### src/rtl/onn_pkg.sv
// Shared constants, status codes and state encoding for the phase result capture path.
// Build option PHASE_PARITY_EN appends an even-parity bit to the serial frame.
package onn_pkg;

  localparam int N_NEURON = 15;
  localparam int PHASE_W  = 4;
  localparam int PHI_W    = N_NEURON * PHASE_W;

  localparam logic [1:0] ST_NONE  = 2'b00;
  localparam logic [1:0] ST_CONV  = 2'b01;
  localparam logic [1:0] ST_TOUT  = 2'b10;
  localparam logic [1:0] ST_INCON = 2'b11;

  typedef enum logic [1:0] {
    IDLE  = 2'd0,
    ARMED = 2'd1,
    SEND  = 2'd2
  } state_e;

`ifdef PHASE_PARITY_EN
  localparam int FRAME_W = PHI_W + 3;

  function automatic logic even_parity(input logic [PHI_W+1:0] v);
    return ^v;
  endfunction
`else
  localparam int FRAME_W = PHI_W + 2;
`endif

  localparam int FCNT_W = $clog2(FRAME_W);

endpackage

### src/rtl/phase_result_capture_if.sv
// Serial readout channel: one frame bit per accepted valid/ready beat.
interface phase_result_capture_if;
  logic ser_out;
  logic ser_valid;
  logic ser_last;
  logic ser_ready;

  modport master (output ser_out, output ser_valid, output ser_last, input ser_ready);
  modport slave  (input ser_out, input ser_valid, input ser_last, output ser_ready);
endinterface

### src/rtl/phase_result_capture_frame_shifter.sv
// Parallel-load PISO that streams a captured frame MSB first, advancing only on accepted beats.
module frame_shifter
  import onn_pkg::*;
(
  input  logic                 clk,
  input  logic                 re,
  input  logic                 load_i,
  input  logic [FRAME_W-1:0]   frame_i,
  phase_result_capture_if.master ser,
  output logic                 last_acc_o,
  output logic                 done_o
);

  logic [FRAME_W-1:0] shreg_q, shreg_d;
  logic [FCNT_W-1:0]  cnt_q, cnt_d;
  logic               valid_q, valid_d;
  logic               last_q, last_d;
  logic               done_q, done_d;
  logic               accept_s;

  assign accept_s   = valid_q & ser.ser_ready;
  assign last_acc_o = accept_s & last_q;

  // Load, shift-on-accept and end-of-frame sequencing.
  always_comb begin
    shreg_d = shreg_q;
    cnt_d   = cnt_q;
    valid_d = valid_q;
    last_d  = last_q;
    done_d  = 1'b0;
    if (load_i) begin
      shreg_d = frame_i;
      cnt_d   = {FCNT_W{1'b0}};
      valid_d = 1'b1;
      last_d  = 1'b0;
    end else if (accept_s && last_q) begin
      shreg_d = {FRAME_W{1'b0}};
      cnt_d   = {FCNT_W{1'b0}};
      valid_d = 1'b0;
      last_d  = 1'b0;
      done_d  = 1'b1;
    end else if (accept_s) begin
      shreg_d = {shreg_q[FRAME_W-2:0], 1'b0};
      cnt_d   = cnt_q + FCNT_W'(1);
      last_d  = (cnt_q == FCNT_W'(FRAME_W - 2));
    end else begin
      shreg_d = shreg_q;
    end
  end

  // Shifter state registers.
  always_ff @(posedge clk or negedge re) begin
    if (!re) begin
      shreg_q <= {FRAME_W{1'b0}};
      cnt_q   <= {FCNT_W{1'b0}};
      valid_q <= 1'b0;
      last_q  <= 1'b0;
      done_q  <= 1'b0;
    end else begin
      shreg_q <= shreg_d;
      cnt_q   <= cnt_d;
      valid_q <= valid_d;
      last_q  <= last_d;
      done_q  <= done_d;
    end
  end

  assign ser.ser_out   = shreg_q[FRAME_W-1];
  assign ser.ser_valid = valid_q;
  assign ser.ser_last  = last_q;
  assign done_o        = done_q;

endmodule

### src/rtl/phase_result_capture.sv
// Detects end of a network run (inconsistent / converged / timed out), snapshots the phases
// and streams a status-tagged frame. Build option PHASE_PARITY_EN adds a trailing parity bit.
module phase_result_capture
  import onn_pkg::*;
#(
  parameter int STABLE_CNT = 8,
  parameter int TIMEOUT    = 65535
) (
  input  logic               clk,
  input  logic               re,
  input  logic               start,
  input  logic               steady_cheak,
  input  logic               inconsistant_cheak,
  // Upstream phi_out[0:59] connects positionally: its element 0 (neuron 0 MSB) is bit PHI_W-1 here.
  input  logic [PHI_W-1:0]   phi_in,
  phase_result_capture_if.master ser,
  output logic [1:0]         status,
  output logic               busy,
  output logic               done
);

  localparam logic [7:0]  STABLE_LIM = 8'(STABLE_CNT);
  localparam logic [15:0] TOUT_LIM   = 16'(TIMEOUT);

  state_e             state_q, state_d;
  logic [7:0]         stable_q, stable_d, stable_inc_s, stable_nxt_s;
  logic [15:0]        tout_q, tout_d, tout_inc_s;
  logic [1:0]         status_q, status_d;
  logic               busy_q, busy_d;
  logic               capture_s;
  logic [1:0]         code_s;
  logic [FRAME_W-1:0] frame_s;
  logic               last_acc_s;

  // Exit-condition decode and counter/status next values.
  always_comb begin
    stable_inc_s = (stable_q == 8'hFF)    ? 8'hFF    : stable_q + 8'd1;
    tout_inc_s   = (tout_q   == 16'hFFFF) ? 16'hFFFF : tout_q + 16'd1;
    stable_nxt_s = steady_cheak ? stable_inc_s : 8'd0;
    capture_s    = 1'b0;
    code_s       = ST_NONE;
    stable_d     = stable_q;
    tout_d       = tout_q;
    status_d     = status_q;
    case (state_q)
      IDLE: begin
        if (start) begin
          stable_d = 8'd0;
          tout_d   = 16'd0;
        end else begin
          stable_d = stable_q;
        end
      end
      ARMED: begin
        if (start) begin
          stable_d = 8'd0;
          tout_d   = 16'd0;
        end else begin
          stable_d = stable_nxt_s;
          tout_d   = tout_inc_s;
          // Priority: inconsistent beats convergence beats timeout.
          if (inconsistant_cheak) begin
            capture_s = 1'b1;
            code_s    = ST_INCON;
          end else if (stable_nxt_s >= STABLE_LIM) begin
            capture_s = 1'b1;
            code_s    = ST_CONV;
          end else if (tout_inc_s >= TOUT_LIM) begin
            capture_s = 1'b1;
            code_s    = ST_TOUT;
          end else begin
            capture_s = 1'b0;
          end
          if (capture_s) begin
            status_d = code_s;
          end else begin
            status_d = status_q;
          end
        end
      end
      SEND: begin
        stable_d = stable_q;
      end
      default: begin
        stable_d = stable_q;
      end
    endcase
  end

  // FSM next-state logic.
  always_comb begin
    state_d = state_q;
    case (state_q)
      IDLE: begin
        if (start) state_d = ARMED;
        else       state_d = IDLE;
      end
      ARMED: begin
        if (start)          state_d = ARMED;
        else if (capture_s) state_d = SEND;
        else                state_d = ARMED;
      end
      SEND: begin
        if (last_acc_s) state_d = IDLE;
        else            state_d = SEND;
      end
      default: state_d = IDLE;
    endcase
  end

  // FSM output decode.
  always_comb begin
    busy_d = 1'b0;
    if (state_d != IDLE) busy_d = 1'b1;
    else                 busy_d = 1'b0;
  end

  // FSM state and registered busy.
  always_ff @(posedge clk or negedge re) begin
    if (!re) begin
      state_q <= IDLE;
      busy_q  <= 1'b0;
    end else begin
      state_q <= state_d;
      busy_q  <= busy_d;
    end
  end

  // Run counters and last result.
  always_ff @(posedge clk or negedge re) begin
    if (!re) begin
      stable_q <= 8'd0;
      tout_q   <= 16'd0;
      status_q <= ST_NONE;
    end else begin
      stable_q <= stable_d;
      tout_q   <= tout_d;
      status_q <= status_d;
    end
  end

`ifdef PHASE_PARITY_EN
  assign frame_s = {code_s, phi_in, even_parity({code_s, phi_in})};
`else
  assign frame_s = {code_s, phi_in};
`endif

  frame_shifter u_shifter (
    .clk        (clk),
    .re         (re),
    .load_i     (capture_s),
    .frame_i    (frame_s),
    .ser        (ser),
    .last_acc_o (last_acc_s),
    .done_o     (done)
  );

  assign status = status_q;
  assign busy   = busy_q;

endmodule
### src/flat_wrapper.sv
// flat-port wrapper written by rule: the top's interface ports become plain ports
module phase_result_capture_flat import onn_pkg::*;
#(
  parameter int STABLE_CNT = 8,
  parameter int TIMEOUT    = 65535
)
  (clk, re, start, steady_cheak, inconsistant_cheak, phi_in, status, busy, done, ser_ser_out, ser_ser_valid, ser_ser_last, ser_ser_ready);
  phase_result_capture_if ser_i ();
  input  logic clk;
  input  logic re;
  input  logic start;
  input  logic steady_cheak;
  input  logic inconsistant_cheak;
  input  logic [PHI_W-1:0] phi_in;
  output logic [1:0] status;
  output logic busy;
  output logic done;
  output wire logic [$bits(ser_i.ser_out)-1:0] ser_ser_out;
  output wire logic [$bits(ser_i.ser_valid)-1:0] ser_ser_valid;
  output wire logic [$bits(ser_i.ser_last)-1:0] ser_ser_last;
  input wire logic [$bits(ser_i.ser_ready)-1:0] ser_ser_ready;
  assign ser_ser_out = ser_i.ser_out;
  assign ser_ser_valid = ser_i.ser_valid;
  assign ser_ser_last = ser_i.ser_last;
  assign ser_i.ser_ready = ser_ser_ready;
  phase_result_capture #(.STABLE_CNT(STABLE_CNT), .TIMEOUT(TIMEOUT)) u_core (.clk(clk), .re(re), .start(start), .steady_cheak(steady_cheak), .inconsistant_cheak(inconsistant_cheak), .phi_in(phi_in), .ser(ser_i), .status(status), .busy(busy), .done(done));
endmodule
### config.mk
export PLATFORM = sky130hd
export DESIGN_NAME = phase_result_capture_flat
export DESIGN_NICKNAME = d
export VERILOG_FILES = /design/src/rtl/onn_pkg.sv /design/src/rtl/phase_result_capture_if.sv /design/src/rtl/phase_result_capture_frame_shifter.sv /design/src/rtl/phase_result_capture.sv /design/src/flat_wrapper.sv
export SDC_FILE = /design/constraint.sdc
export NUM_CORES = 1
export LEC_CHECK = 0
export BUFFER_PORTS_ARGS = -buffer_cell sky130_fd_sc_hd__clkbuf_2
export CAP_MARGIN = 20
export CORE_AREA = 2 2 113 93
export DETAILED_ROUTE_END_ITERATION = 8
export DIE_AREA = 0 0 115 95
export GPL_ROUTABILITY_DRIVEN = 0
export GPL_TIMING_DRIVEN = 0
export PLACE_DENSITY = 0.76
export SYNTH_ARGS = -nofsm -noshare
export SYNTH_HDL_FRONTEND = slang
export SYNTH_SLANG_ARGS = --single-unit
### constraint.sdc
create_clock -name clk -period 3.7 [get_ports clk]
set_clock_uncertainty 0.05 [all_clocks]
set_input_delay 0 -clock clk [delete_from_list [all_inputs] [get_ports clk]]
set_output_delay 0 -clock clk [all_outputs]
set_load 0.02 [all_outputs]
==> results of run 1 <==
worst reg2reg max path, delay by kind of cell, from the launching register on:
family	cells	cell delay, ns
buf+inv	3	0.73
compound gates	2	0.46
flops	1	0.48
simple gates	4	1.01
mux	1	0.30
fa+ha+maj	1	0.20
final timing paths:
check	startpoint	end	slack, ns
hold / removal	phi_in[0]	u_core.u_shifter.shreg_q[0]	0.02
max in group asynchronous	re	u_core.tout_q[10]	2.74
min in group asynchronous	re	u_core.u_shifter.shreg_q[30]	0.16
setup reg to reg	u_core.tout_q[0]	u_core.u_shifter.shreg_q[50]	0.37
hold reg to reg	u_core.status[0]	u_core.status[0]	0.44
setup / recovery	u_core.tout_q[0]	u_core.u_shifter.shreg_q[50]	0.37
sequential cells by signal (all words and copies together), names as in the netlist:
register and count:
u_core.u_shifter.shreg_q 62, u_core.status 2, u_core.stable_q 8, u_core.busy 1, u_core.state_q 2, u_core.u_shifter.cnt_q 6, u_core.u_shifter.ser.ser_valid 1, u_core.u_shifter.ser.ser_last 1
u_core.tout_q 16, u_core.u_shifter.done_o 1
metrics by stage:
stage	util	power [uW]	hold slack [ns]	cell area (um^2)	setup slack (ns)
2_1_floorplan	-	2470	-0.346	5600	1.00
3_3_place_gp	0.617	2720	0.164	6120	0.585
3_5_place_dp	0.620	2800	0.00850	6150	0.504
4_1_cts	0.719	3970	0.0317	7130	0.467
5_1_grt	0.719	4220	0.0372	7130	0.0987
6_report	0.719	3990	0.0195	7130	0.374
layout by cell type (no fill, tap or decap), drive strengths merged, types with 3 or more instances in the layout:
cell type / n
o21ai: 39
nand4: 7
ha: 4
nand3: 13
nor2: 15
dlygate4sd3: 63
inv: 74
nor2b: 3
nor3: 4
xnor2: 7
a31oi: 5
nand2: 34
buf: 12
and3: 14
nor3b: 62
a22o: 4
mux2i: 60
and2: 7
nor4: 4
a21oi: 77
dfrtp: 100
bufinv: 3
clkbuf: 112
per-layer routing:
metal | share of wire | routed length (um) | GRT usage
met4 | 0.020 | 287 | 0.0894
met1 | 0.44 | 6340 | 0.348
met2 | 0.49 | 7050 | 0.479
met3 | 0.046 | 659 | 0.0546
met5 | 0 | 0 | 0
cells by family (layout without fill, tap and decap cells):
kind of cell             count (synthesis)  after routing  synth area share
AND/OR/NAND/NOR                        175            175             0.191
AO/OA/AOI/OAI                          147            147             0.150
buffers and inverters                  113            265            0.0837
flip-flops                             100            100             0.447
multiplexers                            61             61             0.109
XOR/XNOR                                 7              7            0.0109
adder cells (fa/ha/maj)                  4              4           0.00893
repair_timing:
| item | 4_1_cts | 5_1_grt |
|---|---|---|
| endpoints found under the hold margin | 102 | 0 |
| gates resized for setup | 0 | 0 |
| buffers inserted | 0 | 0 |
| hold buffers | 63 | 0 |
power by group:
part           internal (uW)  switching, uW  total [uW]  leakage, uW
logic                    583            605        1190      0.00222
clock network            684            431        1120     0.000170
registers               1450            241        1690      0.00129
area by class of cell:
cell class              instances  share of cell area
multi-input cells             394               0.369
plain buffers                  40              0.0274
clock buffers                  11              0.0341
repair buffers                136               0.143
clock inverters                 5              0.0151
flip-flops and latches        100               0.351
well taps                     122              0.0214
inverters                      73              0.0384
==> results.py, run 1 <==
metrics = {
    "outcome": {
        "status": "complete, no violations",
    },
    "yosys": {
        "yosysUniqueCellTypes": 55,
        "synth-seq-cells": 100,
        "synth_top_cells_by_area": "dfrtp_1 (45%), mux2i_1 (11%), nor3b_1 (8.3%), a21oi_1 (6.9%), inv_1 (4.9%)",
        "mappedNetlistArea_mm2": 0.00560,
        "syn_area_per_cell_um2": 9.23,
        "syn_nets": 677,
        "syn_inst": 607,
        "synth_sequential_area_ratio": 0.447,
        "synthTopCellsByCount": "dfrtp_1 (100), a21oi_1 (77), inv_1 (73)",
        "synth.largest_area_cell": "dfrtp_1",
        "yosysTopAreaCellShare": 0.447,
        "synth_edf_count": 0,
        "synthFlopType": "dfrtp_1",
        "ys_async_sr_fraction": 1.00,
        "synth.most_common_cell": "dfrtp_1",
        "yosys_warnings": 0,
    },
    "setup_path": {
        "cp_num_buf_inv": 3,
        "crit_cells": 11,
        "cp_max_fo": 10,
        "path_class": "reg2reg",
        "cp_slowest_cell": "dfrtp_1",
        "worstPathRequired_ns": 3.89,
        "critPathLaunchType": "flop",
        "path_delay_family": "simple AND/OR/NAND/NOR gates",
        "end_kind": "flop",
        "reg2reg_depth": 11,
        "crit_chain": "ha_1 > clkbuf_1 > nand3_1 > or3_1 > a211oi_1 > nor4_2 > o211ai_2 > and2_1 > buf_6 > buf_4 > mux2i_1",
        "cp.arrival_ns": 3.52,
        "slowest_delay_ns": 0.48,
    },
    "place": {
        "placed_cells": 802,
        "hpwlAfterDp_um": 9120,
        "portBuffers": 72,
    },
    "sta": {
        "worst_pin_slew_ns": 0.684,
        "final.min_clock_period_ns": 3.33,
        "fin_tns_setup_ns": 0,
        "final-setup-viol-count": 0,
        "timing.fmax_mhz": 301,
        "relSlewSlack": 0.540,
        "rsz0062_at_grt": "false",
        "final_max_slew_viol_count": 0,
        "final_hold_viol_count": 0,
        "fin_crit_sh": 0.899,
    },
    "cells_and_area": {
        "nets": 824,
        "area_growth_pct": 27.2,
        "fin_cells": 881,
        "fillers": 733,
        "seqCellArea_mm2": 0.00250,
        "diodes": 0,
        "drive_gt1_frac": 0.141,
        "multi_input_area_mm2": 0.00263,
    },
    "cts": {
        "cts-htree-levels": 3,
        "numCtsBuffers": 9,
        "cts-root-buf": "clkbuf_16",
        "clock_latency_ns": 0.35,
        "clk_pin_slew_ns": 0.07,
        "cts_tree": "built",
        "clock_sinks": 100,
        "cts_max_path_buffers": 2,
    },
    "floorplan": {
        "die_x_um": 115,
        "core_region_area_mm2": 0.00991,
        "core.rowCount": 33,
        "dieArea_mm2": 0.0109,
        "io_pins": 73,
        "die_y_um": 95,
        "initial_core_util": 0.565,
    },
    "route": {
        "dr.first_iter.drc_count": 546,
        "wl_per_cell_um": 16.3,
        "drc": 0,
        "via_count": 5070,
        "antenna_left": 0,
        "viasPerCell": 5.75,
        "firstDrtPassIters": 5,
        "routed_wl_um": 14300,
    },
    "hold_path": {
        "min_path_type": "in2reg",
        "hold_depth": 3,
    },
    "pwr": {
        "p_per_area_mw_per_mm2": 560,
        "p_leak_uw": 0.00369,
        "ir_worst_vdd_v": 0.000304,
    },
    "global_routing": {
        "track_usage": 0.276,
        "grt_overflow": 0,
        "grt_pass1_wl_um": 23700,
        "grt_max_degree": 64,
        "grt_pass1_vias": 5051,
        "antenna_found_initial": 0,
    },
    "run": {
        "maxCapViolCount": 0,
    },
}
Note: power is estimated with default switching activity, not from simulation.
==> run 2, diff against run 1 <==
--- a/config.mk
+++ b/config.mk
@@ -7,12 +7,12 @@
 export LEC_CHECK = 0
 export BUFFER_PORTS_ARGS = -buffer_cell sky130_fd_sc_hd__clkbuf_2
 export CAP_MARGIN = 20
-export CORE_AREA = 2 2 113 93
+export CORE_AREA = 2 2 102 104
 export DETAILED_ROUTE_END_ITERATION = 8
-export DIE_AREA = 0 0 115 95
+export DIE_AREA = 0 0 104 106
 export GPL_ROUTABILITY_DRIVEN = 0
 export GPL_TIMING_DRIVEN = 0
-export PLACE_DENSITY = 0.76
+export PLACE_DENSITY = 0.75
 export SYNTH_ARGS = -nofsm -noshare
 export SYNTH_HDL_FRONTEND = slang
 export SYNTH_SLANG_ARGS = --single-unit
==> run 2 against run 1 <==
Design area shrank 1.9%. First-iteration DRC count shrank 59%. Worst hold slack gained 0.089 ns. Die area grew 0.91%. Worst setup slack gained 0.037 ns. Sequential power is essentially flat. Critical path depth grew 1. Global-route usage shrank 3.0 points. Count of clock-buffer cells in the layout shrank 2. Combinational power is essentially flat. Final cell count grew 1.7%. Via count shrank 2.1%.
==> results.py, run 2 (synthesis gave the netlist of run 1 again) <==
metrics = {
    "sta": {
        "worst_pin_slew_ns": 0.663,
        "fin_crit_sh": 0.889,
        "fin_tns_setup_ns": 0,
        "rsz0062_at_grt": "false",
        "final_hold_viol_count": 0,
        "final-setup-viol-count": 0,
        "final_max_slew_viol_count": 0,
        "relSlewSlack": 0.554,
        "final.min_clock_period_ns": 3.29,
        "timing.fmax_mhz": 304,
    },
    "cells_and_area": {
        "fin_cells": 896,
        "diodes": 0,
        "top_regs": "u_core.u_shifter.shreg_q x62, u_core.tout_q x16, u_core.stable_q x8",
        "mostFrequentLayoutCell": "dfrtp_1",
        "fillers": 808,
        "largest_reg_flops": 62,
        "top_register": "u_core.u_shifter.shreg_q",
        "area_growth_pct": 24.7,
        "final_cell_mix": "dfrtp_1 (100), a21oi_1 (77), inv_1 (73)",
        "nets": 825,
        "drive_gt1_frac": 0.142,
    },
    "setup_path": {
        "crit_chain": "ha_1 > clkbuf_1 > nand3_1 > or3_1 > a211oi_1 > nor4_2 > o211ai_2 > and2_1 > buf_6 > buf_6 > buf_6 > mux2i_1",
        "cp_num_buf_inv": 4,
        "end_kind": "flop",
        "worstPathRequired_ns": 3.93,
        "slowest_delay_ns": 0.51,
        "critPathLaunchType": "flop",
        "crit_top_cell": "buf_6",
        "cp_max_fo": 10,
        "cp.arrival_ns": 3.52,
        "path_class": "reg2reg",
        "path_delay_family": "simple AND/OR/NAND/NOR gates",
        "cp_slowest_cell": "dfrtp_1",
    },
    "floorplan": {
        "die_y_um": 106,
        "die_x_um": 104,
        "initial_core_util": 0.560,
        "core.rowCount": 37,
        "dieArea_mm2": 0.0110,
        "core_region_area_mm2": 0.0100,
        "io_pins": 73,
    },
    "pwr": {
        "p_per_area_mw_per_mm2": 500,
        "p_leak_uw": 0.00362,
        "ir_worst_vdd_v": 0.000267,
    },
    "route": {
        "dr.first_iter.drc_count": 224,
        "wl_per_cell_um": 14.8,
        "routed_wl_um": 13300,
        "drc": 0,
        "viasPerCell": 5.54,
        "firstDrtPassIters": 5,
        "antenna_left": 0,
        "via_count": 4965,
    },
    "cts": {
        "cts-root-buf": "clkbuf_8",
        "postCtsSetupBuffers": 0,
        "clock_latency_ns": 0.36,
        "clk_pin_slew_ns": 0.10,
        "clock_sinks": 100,
        "cts-htree-levels": 3,
        "cts_resized": 0,
        "cts_tree": "built",
        "ctsHoldBuffers": 64,
        "cts_max_path_buffers": 2,
        "numCtsBuffers": 9,
    },
    "place": {
        "portBuffers": 72,
        "hpwlAfterDp_um": 8660,
        "placed_cells": 816,
    },
    "global_routing": {
        "track_usage": 0.246,
        "grt_max_degree": 65,
        "antenna_found_initial": 0,
        "grt_pass1_wl_um": 22500,
        "grt_overflow": 0,
        "grt_pass1_vias": 4845,
    },
    "run": {
        "maxCapViolCount": 0,
    },
    "hold_path": {
        "min_path_type": "in2reg",
    },
    "outcome": {
        "status": "complete, no violations",
    },
}
## run 2: changes by cell type in the layout (fill, tap and decap cells not counted), sizes merged
cell         change
inv              +1
bufinv           -3
clkbuf           -2
clkinv           +4
dlygate4sd3      +1
## run 2: stage by stage
| step | utilization | total power (uW) | hold slack, ns | setup slack [ns] | cell area, um^2 |
|---|---|---|---|---|---|
| after detailed placement | 0.616 | 2790 | 0.00300 | 0.477 | 6160 |
| after global placement | 0.613 | 2710 | 0.165 | 0.555 | 6130 |
| after global routing | 0.699 | 3750 | 0.151 | 0.0794 | 6990 |
| after floorplan | - | 2470 | -0.346 | 1.00 | 5600 |
| final | 0.699 | 3500 | 0.109 | 0.411 | 6990 |
| after CTS | 0.699 | 3510 | 0.0927 | 0.432 | 6990 |
## run 2: power breakdown
group	internal [uW]	leakage, uW	switching [uW]	total (uW)
clock network	256	0.0000967	410	666
registers	1450	0.00129	223	1670
logic	583	0.00223	577	1160
total	2290	0.00362	1210	3500
## run 2: worst paths after layout
kind                                   from                            to  slack (ns)  cells after the start
max                        u_core.tout_q[0]  u_core.u_shifter.shreg_q[32]        0.41                     12
min                                   start              u_core.tout_q[3]        0.11                      5
max reg2reg                u_core.tout_q[0]  u_core.u_shifter.shreg_q[32]        0.41                     12
min reg2reg                u_core.status[0]              u_core.status[0]        0.46                      2
max in group asynchronous                re     u_core.u_shifter.cnt_q[0]        2.76                      3
min in group asynchronous                re              u_core.tout_q[5]        0.13                      2
## run 2: worst reg2reg max path, cell delays in order (launching register included)
cell,delay (ns)
dfrtp_1,0.51
ha_1,0.21
clkbuf_1,0.35
nand3_1,0.26
or3_1,0.41
a211oi_1,0.31
nor4_2,0.07
o211ai_2,0.17
and2_1,0.21
buf_6,0.13
buf_6,0.14
buf_6,0.18
mux2i_1,0.22
## run 2: routing by layer
layer | wire (um) | vias to the layer above | track usage
li1 | - | 2408 | -
met1 | 5840 | 2421 | 0.315
met2 | 6820 | 121 | 0.437
met3 | 442 | 15 | 0.0331
met4 | 162 | 0 | 0.0734
met5 | 0 | - | 0
## run 2: layout make-up
type	instances	area [um^2]	area share
multi-input cells	394	2630	0.376
flip-flops and latches	100	2500	0.358
repair buffers	137	1030	0.148
inverters	73	274	0.0392
plain buffers	40	195	0.0279
well taps	136	170	0.0243
clock buffers	9	124	0.0177
clock inverters	7	61.3	0.00877
